===== config.mk =====
export PLATFORM = sky130hd
export DESIGN_NAME = alu_op_sequencer
export DESIGN_NICKNAME = d
export VERILOG_FILES = /design/src/rtl/alu_op_sequencer.sv
export SDC_FILE = /design/constraint.sdc
export NUM_CORES = 1
export LEC_CHECK = 0
export BUFFER_PORTS_ARGS = -buffer_cell sky130_fd_sc_hd__buf_2
export CORE_UTILIZATION = 30
export DETAILED_ROUTE_END_ITERATION = 12
export GPL_TIMING_DRIVEN = 0
export PLACE_DENSITY_LB_ADDON = 0.12
export SETUP_SLACK_MARGIN = 0.15
export SLEW_MARGIN = 10
export SYNTH_ARGS = -nofsm -noshare
export SYNTH_HDL_FRONTEND = slang
export SYNTH_SLANG_ARGS = --single-unit

===== constraint.sdc =====
create_clock -name clk -period 3.5 [get_ports clk]
set_input_delay 0.7 -clock clk [delete_from_list [all_inputs] [get_ports clk]]
set_output_delay 0.7 -clock clk [all_outputs]
set_load 0.01 [all_outputs]

===== src/rtl/alu_op_sequencer.sv =====
// Sequencer that presents a latched opcode and operands to the shared ALU for an op-dependent
// window, then captures the 64-bit result. Optional `ALU_DIV_ZERO_TRAP_EN: divide by zero traps.
module alu_op_sequencer #(
  parameter int MUL_LATENCY = 4,
  parameter int DIV_LATENCY = 32
) (
  input  logic        clk,
  input  logic        reset,
  input  logic        req_valid,
  output logic        req_ready,
  input  logic [4:0]  req_opcode,
  input  logic [31:0] req_a,
  input  logic [31:0] req_b,
  output logic [4:0]  alu_opcode,
  output logic [31:0] alu_a,
  output logic [31:0] alu_b,
  input  logic [63:0] alu_z,
  output logic [31:0] z_high,
  output logic [31:0] z_low,
  output logic        done,
  output logic        busy,
  output logic        illegal_op,
  output logic        div_zero
);

  typedef enum logic [1:0] {S_IDLE, S_EXEC, S_DONE} state_t;

  localparam logic [4:0] OP_MUL  = 5'b01100;
  localparam logic [4:0] OP_DIV  = 5'b01101;
  localparam logic [5:0] MUL_CNT = 6'(MUL_LATENCY - 1);
  localparam logic [5:0] DIV_CNT = 6'(DIV_LATENCY - 1);

  state_t     state;
  logic [5:0] cnt;
  logic       legal;
  logic       dz_trap;
  logic [5:0] load_cnt;

  assign legal = (req_opcode != 5'b00000) && (req_opcode <= OP_DIV);

`ifdef ALU_DIV_ZERO_TRAP_EN
  assign dz_trap = (req_opcode == OP_DIV) && (req_b == 32'd0);
`else
  assign dz_trap = 1'b0;
`endif

  always_comb begin
    load_cnt = 6'd0;
    if (req_opcode == OP_MUL)      load_cnt = MUL_CNT;
    else if (req_opcode == OP_DIV) load_cnt = DIV_CNT;
  end

  // req_ready sees reset directly so nothing is offered as accepted during a reset cycle
  assign req_ready = (state == S_IDLE) && !reset;

  always_ff @(posedge clk) begin
    if (reset) begin
      state      <= S_IDLE;
      cnt        <= 6'd0;
      alu_opcode <= 5'd0;
      alu_a      <= 32'd0;
      alu_b      <= 32'd0;
      z_high     <= 32'd0;
      z_low      <= 32'd0;
      illegal_op <= 1'b0;
      div_zero   <= 1'b0;
      done       <= 1'b0;
      busy       <= 1'b0;
    end else begin
      unique case (state)
        S_IDLE: begin
          done <= 1'b0;
          busy <= 1'b0;
          if (req_valid) begin
            alu_opcode <= req_opcode;
            alu_a      <= req_a;
            alu_b      <= req_b;
            illegal_op <= 1'b0;
            div_zero   <= 1'b0;
            busy       <= 1'b1;
            if (!legal) begin
              // illegal ops complete immediately and leave the previous result visible
              illegal_op <= 1'b1;
              state      <= S_DONE;
              done       <= 1'b1;
            end else if (dz_trap) begin
              div_zero <= 1'b1;
              z_high   <= 32'd0;
              z_low    <= 32'd0;
              state    <= S_DONE;
              done     <= 1'b1;
            end else begin
              cnt   <= load_cnt;
              state <= S_EXEC;
            end
          end
        end
        S_EXEC: begin
          if (cnt == 6'd0) begin
            z_high <= alu_z[63:32];
            z_low  <= alu_z[31:0];
            state  <= S_DONE;
            done   <= 1'b1;
          end else begin
            cnt <= cnt - 6'd1;
          end
        end
        S_DONE: begin
          state <= S_IDLE;
          done  <= 1'b0;
          busy  <= 1'b0;
        end
        default: begin
          state <= S_IDLE;
          done  <= 1'b0;
          busy  <= 1'b0;
        end
      endcase
    end
  end

endmodule


==> Yosys cells after proc, flatten, opt, wreduce, memory -nomap -nowiden <==
Cells that the tools add are included.
{ "word_totals": {"ff_bits": 144, "latchBits": 0, "ramBits": 0, "romBits": 0, "inputBits": 136, "output_inout_bits": 138, "wordCells": 46, "mem_count": 0} }
{ "op_classes": {"addsub": 1, "n_mul": 0, "n_div": 0, "magnitude_cmp": 1, "eq_ne": 7, "shift": 0, "muxes": 16, "bitwise": 0, "n_reduce_logical": 11} }
{ "op_table": {"columns": ["op", "n"], "rows": [
  ["6-bit two-way mux", 4],
  ["6-bit one-hot mux with 2 select lines", 1],
  ["5-bit by 4-bit equality test with 1-bit output (second input constant)", 2],
  ["2-bit inequality test (second input constant)", 4],
  ["6-bit zero test", 1],
  ["2-bit two-way mux", 3],
  ["2-bit AND reduction", 3],
  ["6-bit by 1-bit subtractor with 6-bit output (second input constant)", 1],
  ["5-bit by 4-bit <= comparator with 1-bit output (second input constant)", 1],
  ["5-bit two-way mux", 1],
  ["5-bit nonzero test", 1],
  ["1-bit two-way mux", 4],
  ["1-bit one-hot mux with 2 select lines", 2],
  ["2-bit one-hot mux with 2 select lines", 1],
  ["4-bit AND reduction", 1],
  ["2-bit by 1-bit equality test with 1-bit output (second input constant)", 1],
  ["1-bit logical AND", 2],
  ["2-bit zero test", 1],
  ["2-bit nonzero test", 1],
  ["1-bit zero test", 1]
]} }

==> Logic depth before layout (Yosys ltp) <==
Gate-level depths: netlist (run 1).
{ "depth": {"word_depth": 6, "ltp_mapped": 8, "mapped_depth_nobuf": 6} }

==> Worst setup path after synthesis (run 1) <==
No wires, ideal clock.
{ "synth_path": {"path_kind": "in2out", "start": "input reset", "end": "output req_ready", "arrival_ns": 1.345, "required_time_ns": 2.800, "path_slack_ns": 1.455, "cell_stages": 3, "n_path_buf": 2, "cell_sequence": "clkbuf_1 clkbuf_1 nor3_1"} }
{ "synth_via": {"elab_chain_cells": 2} }
{ "synth_rtl": {"columns": ["element", "line_no", "text"], "rows": [
  ["from (decl)", "8", "input logic reset,"],
  ["1-bit zero test", "54", "assign req_ready = (state == S_IDLE) && !reset;"],
  ["1-bit logical AND", "54", null],
  ["to (decl)", "10", "output logic req_ready,"]
]} }
Every way passes these cells.

==> Worst setup path after layout (run 1) <==
Same ends and word-level chain as after synthesis.

==> out/metrics.cfg, run 1 <==
[worst_setup_path]
cpPeakStageDelay_ns=0.45
crit_top_cell=clkbuf_1
critPathLaunchType=input port
worstPathCellList=clkbuf_1 -> clkbuf_1 -> nor3_1 -> buf_2
path_buf_inv=3
crit_required_ns=2.80
crit_arrival_ns=1.82
crit_slowest_cell=clkbuf_1
cp_max_fo=10
critPathTopFamily=buffers and inverters
endpoint_kind=output port
critPathKind=input port to output port

[route]
initialDrtViolationCount=212
antenna_left=0
via_count=5235
drc=0
viasPerCell=4.433
drt_wl_total_um=15680
first_pass_iters=4
wl_per_cell_um=13.28

[die]
rows=47
die-area_um2=17710
core_um2=16700
initial_core_util_pct=30.86
pin_count=274
die_x_um=133.1
die_h_um=133.1

[sta]
period_needed_ns=2.518
finalSetupViolCount=0
hold_ws_ns=0.4501
fin_crit_sh_pct=71.94
hold_viol=0
rsz0062_at_grt=no
max_freq_mhz=397.1
worst_pin_slew_ns=0.6701
fin_worst_skew_ns=0.009726
slew_violations=0
fin_setup_tns_ns=0
maxSlewHeadroom_pct=55.33

[yosys]
ys_seq_area_share_pct=55.94
synth.distinct_cells=35
syn-num-nets=796
netlist_area_um2=5154
postSynthCellCount=659
ys_ff_latch=144
yosys_warnings=0
avgSynthCellArea_um2=7.820

[clocking]
cts_sinks=144
cts.clk_slew.worst_paths_ns=0.06
cts_setup_buffers=0
tritoncts=done
clkLatencyLatePin_ns=0.41
cts_resized=0
cts-hold-fix-buffers=0
cts_root_buf=clkbuf_16
cts_buffer_depth=2
cts_htree_levels=4
cts_inserted_buffers=17

[place]
place.gp.congestion=0.7625
dp_hpwl_um=11430
portBuffers=271
placedCellCount=1150
place_area_um2=6785

[finish]
diodes=0
syn_to_final_growth_pct=43.60
layout_common_cells=281 x buf_2, 272 x nand2_1, 144 x dfxtp_1, 140 x a21oi_1, 34 x clkbuf_1
instances_no_fill=1181
nets=1086
drive_above_1_share_pct=32.88
stdcell_area_um2=7401
filler_cell_count=1763
final_common_cell=buf_2

[global_route]
overflow=0
grt_pass1_vias=4799
antenna_found_initial=0
grt_max_degree=17
grtUsageTotal_pct=17.44
grt_pass1_wl_um=24340

[flow_run]
maxCapViolations=0

[hold_path]
hp-class=flop to flop

[power_and_ir_drop]
leakagePower_nw=3.394
ir_drop_mv=0.3255
pwr_density_cell_nw_per_um2=562.5

[status]
outcome=finished clean

## cell type report
type / instances / area, um2 / area share, %
flip-flops and latches: 144 / 2883 / 38.95
multi-input cells: 464 / 2062 / 27.86
repair buffers: 271 / 1356 / 18.33
clock buffers: 18 / 429.2 / 5.799
well taps: 220 / 275.3 / 3.719
plain buffers: 48 / 197.7 / 2.671
clock inverters: 13 / 186.4 / 2.519
inverters: 3 / 11.26 / 0.1522
## per-layer routing
metal | vias to the layer above | wire length [um] | global-route usage, %
met5 | - | 0 | 0
met4 | 0 | 172 | 6.066
met3 | 17 | 1271 | 6.590
met2 | 177 | 7239 | 27.78
met1 | 2321 | 6997 | 21.44
li1 | 2720 | - | -
## cell usage after synthesis, drive strengths merged
library cell    n  area [um2]
o22ai           5       31.28
a21oi         140       700.7
o21ai           1       5.000
inv             3       11.26
a221oi          1       8.760
ha              1       12.51
o21a            1       7.510
nand4bb         1       11.26
nor2b           3       18.77
or3             2       12.51
buf            14       68.82
and2            1       6.260
clkbuf         34       128.9
mux2i           1       10.01
nor2            8       30.03
or4             1       11.26
nor3b           2       20.02
o32ai           1       8.760
a31oi           1       6.260
nand3           4       20.02
nand2         272        1021
nand2b          3       18.77
dfxtp         144        2883
and3            2       12.51
a32oi           1       8.760
a21o            1       7.510
a2111oi         1       15.01
conb            1       3.750
nor3            6       30.03
a22oi           2       15.01
a311oi          1       8.760
## state kept, by name (all words and copies together) (netlist names)
register and flops:
z_high 32, z_low 32, alu_b 32, state 2, busy 1, illegal_op 1
alu_a 32, cnt 6, alu_opcode 5, done 1
## cell families (layout without fill, tap and decap cells)
family	after synthesis	in the layout	share of synthesized area [%]
AO/OA/AOI/OAI	156	156	15.97
multiplexers	1	1	0.1942
AND/OR/NAND/NOR	305	305	23.53
buffers and inverters	51	353	4.054
flip-flops	144	144	55.94
adder cells (fa/ha/maj)	1	1	0.2427
other	1	1	0.07276
## worst register-to-register path, stage by stage, from the launching register on
cell and delay [ns]:
dfxtp_1 0.31, inv_1 0.09, ha_1 0.19, nor2b_1 0.36, nand3_1 0.49, clkbuf_1 0.38
nand2_1 0.13, a21oi_1 0.07
## worst paths after layout
path                   from         to  slack (ns)  cells after the start
setup / recovery      reset  req_ready        0.98                      4
hold / removal    z_low[15]  z_low[15]        0.45                      2
setup reg to reg     cnt[0]  z_low[17]        1.36                      7
hold reg to reg   z_low[15]  z_low[15]        0.45                      2
## where the power goes
part | total [W] | internal [W] | switching (W)
Combinational | 0.000493 | 0.000198 | 0.000294
Clock | 0.00190 | 0.00119 | 0.000708
Sequential | 0.00177 | 0.00173 | 0.0000425
Total | 0.00416 | 0.00312 | 0.00104
## through the flow
step | power, W | worst slack (ns) | utilization (%)
2_1_floorplan | 0.002068 | 1.455 | -
3_3_place_gp | 0.002307 | 0.9420 | 40.63
3_5_place_dp | 0.002308 | 0.9819 | 40.63
4_1_cts | 0.004230 | 0.9786 | 44.31
5_1_grt | 0.004371 | 0.8738 | 44.31
6_report | 0.004163 | 0.9820 | 44.31
No activity file was read; power rests on OpenSTA's default activity.
==> inputs of run 2 (changes only) <==
Clock period 3.5 ns to 2 ns, I/O delays scaled along.
==> run 2 against run 1 <==
  * Combinational power is 80% higher
  * Via count hardly changed
  * Hold slack worse by 0.23 ns
  * Count of clock-buffer cells in the layout stayed put
  * Cell area is 1.2% higher
  * Routed wire length is 0.20% higher
  * Global-route usage hardly changed
  * Critical path depth is 2 higher
  * Core utilization is 0.52 points higher
  * Register-to-register slack worse by 1.1 ns
  * Largest cell class unchanged
==> out/metrics.cfg, run 2 (synthesis gave the netlist of run 1 again) <==
[status]
outcome=finished clean

[hold_path]
hold_path_end=alu_a[12]
hp-class=input port to flop
worst_hold_startpoint=req_a[12]
whs_path_depth=3  ; +1

[global_route]
grtUsageTotal_pct=17.46  ; about the same
grt_max_degree=20  ; +3
grt_pass1_wl_um=24330  ; about the same
antenna_found_initial=0  ; unchanged
overflow=0  ; unchanged
grt_pass1_vias=4794  ; -0.10%

[place]
portBuffers=271  ; unchanged
placedCellCount=1150  ; unchanged
place.gp.congestion=0.7625  ; unchanged
place_ws_ns=-0.1496  ; -1.132 ns
dp_hpwl_um=11430  ; unchanged

[clocking]
cts_sinks=144  ; unchanged
cts.clk_slew.worst_paths_ns=0.06  ; about the same
clkLatencyLatePin_ns=0.41  ; about the same
cts_htree_levels=4  ; unchanged
cts-hold-fix-buffers=0  ; unchanged
cts_inserted_buffers=17  ; unchanged
tritoncts=done
cts_buffer_depth=2  ; unchanged
cts_root_buf=clkbuf_16

[route]
initialDrtViolationCount=205  ; -3.3%
drc=0  ; unchanged
maxUsedRoutingLayer=met4
drt_wl_total_um=15710  ; +0.20%
first_pass_iters=4  ; unchanged
routed-wl-met3_um=1269  ; -0.16%
via_count=5237  ; +0.038%
dr_wl_met2_um=7240  ; about the same
antenna_left=0  ; unchanged
viasPerCell=4.434  ; about the same
wl_per_cell_um=13.30  ; +0.20%
m1WireLength_um=7009  ; +0.17%

[finish]
syn_to_final_growth_pct=45.30
diodes=0  ; unchanged
drive_above_1_share_pct=33.82  ; +0.94 points
layout_common_cells=272 x nand2_1, 272 x buf_2, 144 x dfxtp_1, 140 x a21oi_1, 30 x clkbuf_1
instances_no_fill=1181  ; unchanged
filler_cell_count=1749  ; -0.79%
nets=1086  ; unchanged
fin_util_pct=44.84  ; +0.52 points

[die]
core_um2=16700  ; unchanged
die_x_um=133.1  ; unchanged
pin_count=274  ; unchanged
die-area_um2=17710  ; unchanged
rows=47  ; unchanged
initial_core_util_pct=30.86  ; unchanged
die_h_um=133.1  ; unchanged

[sta]
setup_ws_ns=0.2624  ; -0.7196 ns
hold_viol=0  ; unchanged
slew_violations=0  ; unchanged
fin_crit_sh_pct=86.88
finalSetupViolCount=0  ; unchanged
period_needed_ns=1.738
rsz0062_at_grt=no
max_freq_mhz=575.5
fin_worst_skew_ns=0.008975  ; -0.0007504 ns
hold_ws_ns=0.2176  ; -0.2325 ns
worst_pin_slew_ns=0.6800  ; +0.009939 ns
maxSlewHeadroom_pct=54.66  ; -0.66 points

[worst_setup_path]
critPathLaunchType=flop
rrSetupSlack_ns=0.26  ; -1.10 ns
critPathKind=flop to flop
r2r-start=cnt[0]
crit_required_ns=2.34  ; -0.46 ns
cp_max_fo=7  ; -3
endpoint_kind=flop
r2r_cells=6  ; -1
crit_arrival_ns=2.08  ; +0.26 ns
r2r_end=cnt[5]

[flow_run]
maxCapViolations=0  ; unchanged

[power_and_ir_drop]
power_w=0.007316  ; +76%
leakagePower_nw=3.425  ; +0.89%
ir_drop_mv=0.5714  ; +76%
pwr_density_cell_nw_per_um2=977.0  ; +74%

[run 2: worst max-delay path by stage]
stage,startpoint,end,slack [ns],cells past startpoint
global route,state[0],alu_a[6],0.15,6
floorplan,req_opcode[0],cnt[5],0.30,5
global placement,cnt[0],z_high[29],-0.12,7
detailed placement,cnt[0],z_high[30],-0.15,7
finish,cnt[0],cnt[5],0.26,6
CTS,cnt[0],z_low[29],0.15,8
[run 2: per-layer routing]
metal  GRT usage [%]  vias to the layer above
met2           27.69                      179
met5               0                        -
met4           6.066                        0
li1                -                     2727
met1           21.56                     2313
met3           6.590                       18
[run 2: where the power goes]
group | internal, W | total [W] | switching (W)
clock | 0.00208 | 0.00333 | 0.00124
combinational | 0.000366 | 0.000888 | 0.000522
sequential | 0.00303 | 0.00310 | 0.0000767
total | 0.00548 | 0.00732 | 0.00184
[run 2: final cells by class]
cell class                      count  area (um2)  area share (%)
Buffer                             47       221.5           2.957
Clock buffer                       18       429.2           5.731
Clock inverter                     13       186.4           2.490
Inverter                            3       11.26          0.1504
Multi-Input combinational cell    464        2118           28.29
Sequential cell                   144        2883           38.50
Tap cell                          220       275.3           3.676
Timing Repair Buffer              272        1364           18.21
[run 2: stage by stage]
stage	instance area, um2	setup TNS (ns)
after floorplan	5154	0
after global placement	6785	-6.362
after detailed placement	6785	-7.833
after CTS	7428	0
after global routing	7488	0
final	7488	0
[run 2: what timing repair did]
item,CTS,global route
resized for setup,7,22
gates cloned,0,0
endpoints found under the setup margin,76,65
setup buffers,0,1
[run 2: critical path: stages, from the launching register on]
cell	delay [ns]
dfxtp_1	0.33
inv_1	0.07
ha_1	0.23
nor2b_4	0.16
a21o_1	0.27
a2111oi_4	0.39
mux2i_1	0.22
==> inputs of run 3 (changes only) <==
==> constraint.sdc (replaced) <==
create_clock -name clk -period 2 [get_ports clk]
set_input_delay 0.3 -clock clk [delete_from_list [all_inputs] [get_ports clk]]
set_output_delay 0.3 -clock clk [all_outputs]
set_load 0.01 [all_outputs]
==> run 3 against run 2 <==
  * Cell count is the same
  * Setup slack is the same
  * Fmax is the same
  * Sequential power is essentially flat
  * Cell area is essentially flat
  * First-iteration DRC count is the same
  * Count of clock-buffer cells in the layout is the same
  * Highest routed layer unchanged
  * Clock skew is essentially flat
==> out/metrics.cfg, run 3 (synthesis gave the netlist of run 1 again) <==
[route]
via_count=5237  ; unchanged
antenna_left=0  ; unchanged
drt_wl_total_um=15710  ; about the same
drc=0  ; unchanged
viasPerCell=4.434  ; unchanged
initialDrtViolationCount=205  ; unchanged
first_pass_iters=4  ; unchanged
wl_per_cell_um=13.30  ; about the same

[power_and_ir_drop]
power_w=0.007316  ; about the same
ir_drop_mv=0.5714  ; about the same
pwr_density_cell_nw_per_um2=977.1  ; about the same
leakagePower_nw=3.422  ; about the same

[sta]
maxSlewHeadroom_pct=54.73  ; +0.071 points
hold_ws_ns=0.1176  ; -0.1000 ns
slew_violations=0  ; unchanged
setup_ws_ns=0.2624  ; unchanged
fin_crit_sh_pct=86.88  ; unchanged
worst_pin_slew_ns=0.6790  ; -0.001059 ns
period_needed_ns=1.738  ; unchanged
finalSetupViolCount=0  ; unchanged
hold_viol=0  ; unchanged
max_freq_mhz=575.5  ; unchanged
rsz0062_at_grt=no
fin_worst_skew_ns=0.008975  ; +0.00000003000 ns

[hold_path]
hold_path_end=alu_a[12]
worst_hold_startpoint=req_a[12]
hp-class=input port to flop
whs_path_depth=3  ; unchanged

[place]
place_ws_ns=-0.1496  ; unchanged
dp_hpwl_um=11430  ; unchanged
portBuffers=271  ; unchanged
place.gp.congestion=0.7625  ; unchanged

[finish]
syn_to_final_growth_pct=45.28  ; about the same
drive_above_1_share_pct=33.71  ; -0.10 points
fin_util_pct=44.83  ; about the same
regArea_um2=2883  ; unchanged
diodes=0  ; unchanged
layout_common_cells=272 x nand2_1, 272 x buf_2, 144 x dfxtp_1, 140 x a21oi_1, 31 x clkbuf_1
nets=1086  ; unchanged
filler_cell_count=1750  ; +0.057%
multi_input_area_um2=2118  ; unchanged

[worst_setup_path]
rrSetupSlack_ns=0.26  ; about the same
r2r_end=cnt[5]
crit_slowest_cell=a2111oi_4
r2r-start=cnt[0]
critPathKind=flop to flop
worstPathCellList=inv_1 -> ha_1 -> nor2b_4 -> a21o_1 -> a2111oi_4 -> mux2i_1
path_buf_inv=1  ; unchanged
critPathLaunchType=flop
crit_required_ns=2.34  ; about the same
crit_arrival_ns=2.08  ; about the same
cpPeakStageDelay_ns=0.39  ; about the same
endpoint_kind=flop
r2r_cells=6  ; unchanged
cp_max_fo=7  ; unchanged
critPathTopFamily=compound AO/OA/AOI/OAI gates

[global_route]
grt_pass1_vias=4794  ; unchanged
grt_pass1_wl_um=24330  ; unchanged
grt_max_degree=20  ; unchanged
antenna_found_initial=0  ; unchanged
overflow=0  ; unchanged
grtUsageTotal_pct=17.46  ; unchanged

[die]
rows=47  ; unchanged
die_x_um=133.1  ; unchanged
initial_core_util_pct=30.86  ; unchanged
die_h_um=133.1  ; unchanged
core_um2=16700  ; unchanged
die-area_um2=17710  ; unchanged
pin_count=274  ; unchanged

[clocking]
cts-hold-fix-buffers=0  ; unchanged
cts_inserted_buffers=17  ; unchanged
tritoncts=done
cts_htree_levels=4  ; unchanged
cts.clk_slew.worst_paths_ns=0.06  ; about the same
clkLatencyLatePin_ns=0.41  ; about the same
cts_buffer_depth=2  ; unchanged
cts_root_buf=clkbuf_16
cts_sinks=144  ; unchanged

[flow_run]
maxCapViolations=0  ; unchanged

[status]
outcome=finished clean

-- run 3: cell types whose count changed in the layout (fill, tap and decap cells not counted) --
cell / delta
clkbuf_1: +1
clkbuf_2: -1
-- run 3: final cells by class --
class | instances | share of cell area, %
sequential | 144 | 38.50
multi-input combinational | 464 | 28.29
timing repair buffer | 272 | 18.22
clock buffer | 18 | 5.732
tap | 220 | 3.676
buffer | 47 | 2.941
clock inverter | 13 | 2.490
inverter | 3 | 0.1504
-- run 3: worst max path at each step --
stage | start | end | slack, ns | cells past startpoint
after floorplan | cnt[0] | cnt[5] | 0.39 | 6
after global placement | cnt[0] | z_high[29] | -0.12 | 7
after detailed placement | cnt[0] | z_high[30] | -0.15 | 7
after CTS | cnt[0] | z_low[29] | 0.15 | 8
after global routing | state[0] | alu_a[6] | 0.15 | 6
final | cnt[0] | cnt[5] | 0.26 | 6
-- run 3: power by group --
group | internal, W | leakage (nW) | total, W | switching [W]
sequential | 0.00303 | 1.17 | 0.00310 | 0.0000767
combinational | 0.000365 | 1.96 | 0.000888 | 0.000522
clock | 0.00208 | 0.289 | 0.00333 | 0.00124
total | 0.00548 | 3.42 | 0.00732 | 0.00184
-- run 3: repair_timing --
| item | in CTS | in global routing |
|---|---|---|
| setup endpoints to repair | 75 | 65 |
| resized for setup | 6 | 22 |
| setup buffers | 0 | 1 |
-- run 3: worst register-to-register path, cell delays in order (launching register included) --
cell       delay [ns]
dfxtp_1          0.33
inv_1            0.07
ha_1             0.23
nor2b_4          0.16
a21o_1           0.27
a2111oi_4        0.39
mux2i_1          0.22
-- run 3: stage by stage --
| stage | cells | TNS, ns | cell area, um2 |
|---|---|---|---|
| floorplan | 659 | 0 | 5154 |
| global placement | 1150 | -6.322 | 6785 |
| detailed placement | 1150 | -7.773 | 6785 |
| CTS | 1180 | 0 | 7427 |
| global route | 1181 | 0 | 7487 |
| finish | 1181 | 0 | 7487 |
-- run 3: per-layer routing --
| layer | global-route usage, % | vias up | share of wire [%] |
|---|---|---|---|
| met2 | 27.69 | 179 | 46 |
| li1 | - | 2727 | - |
| met1 | 21.56 | 2313 | 45 |
| met4 | 6.066 | 0 | 1.2 |
| met5 | 0 | - | 0 |
| met3 | 6.590 | 18 | 8.1 |
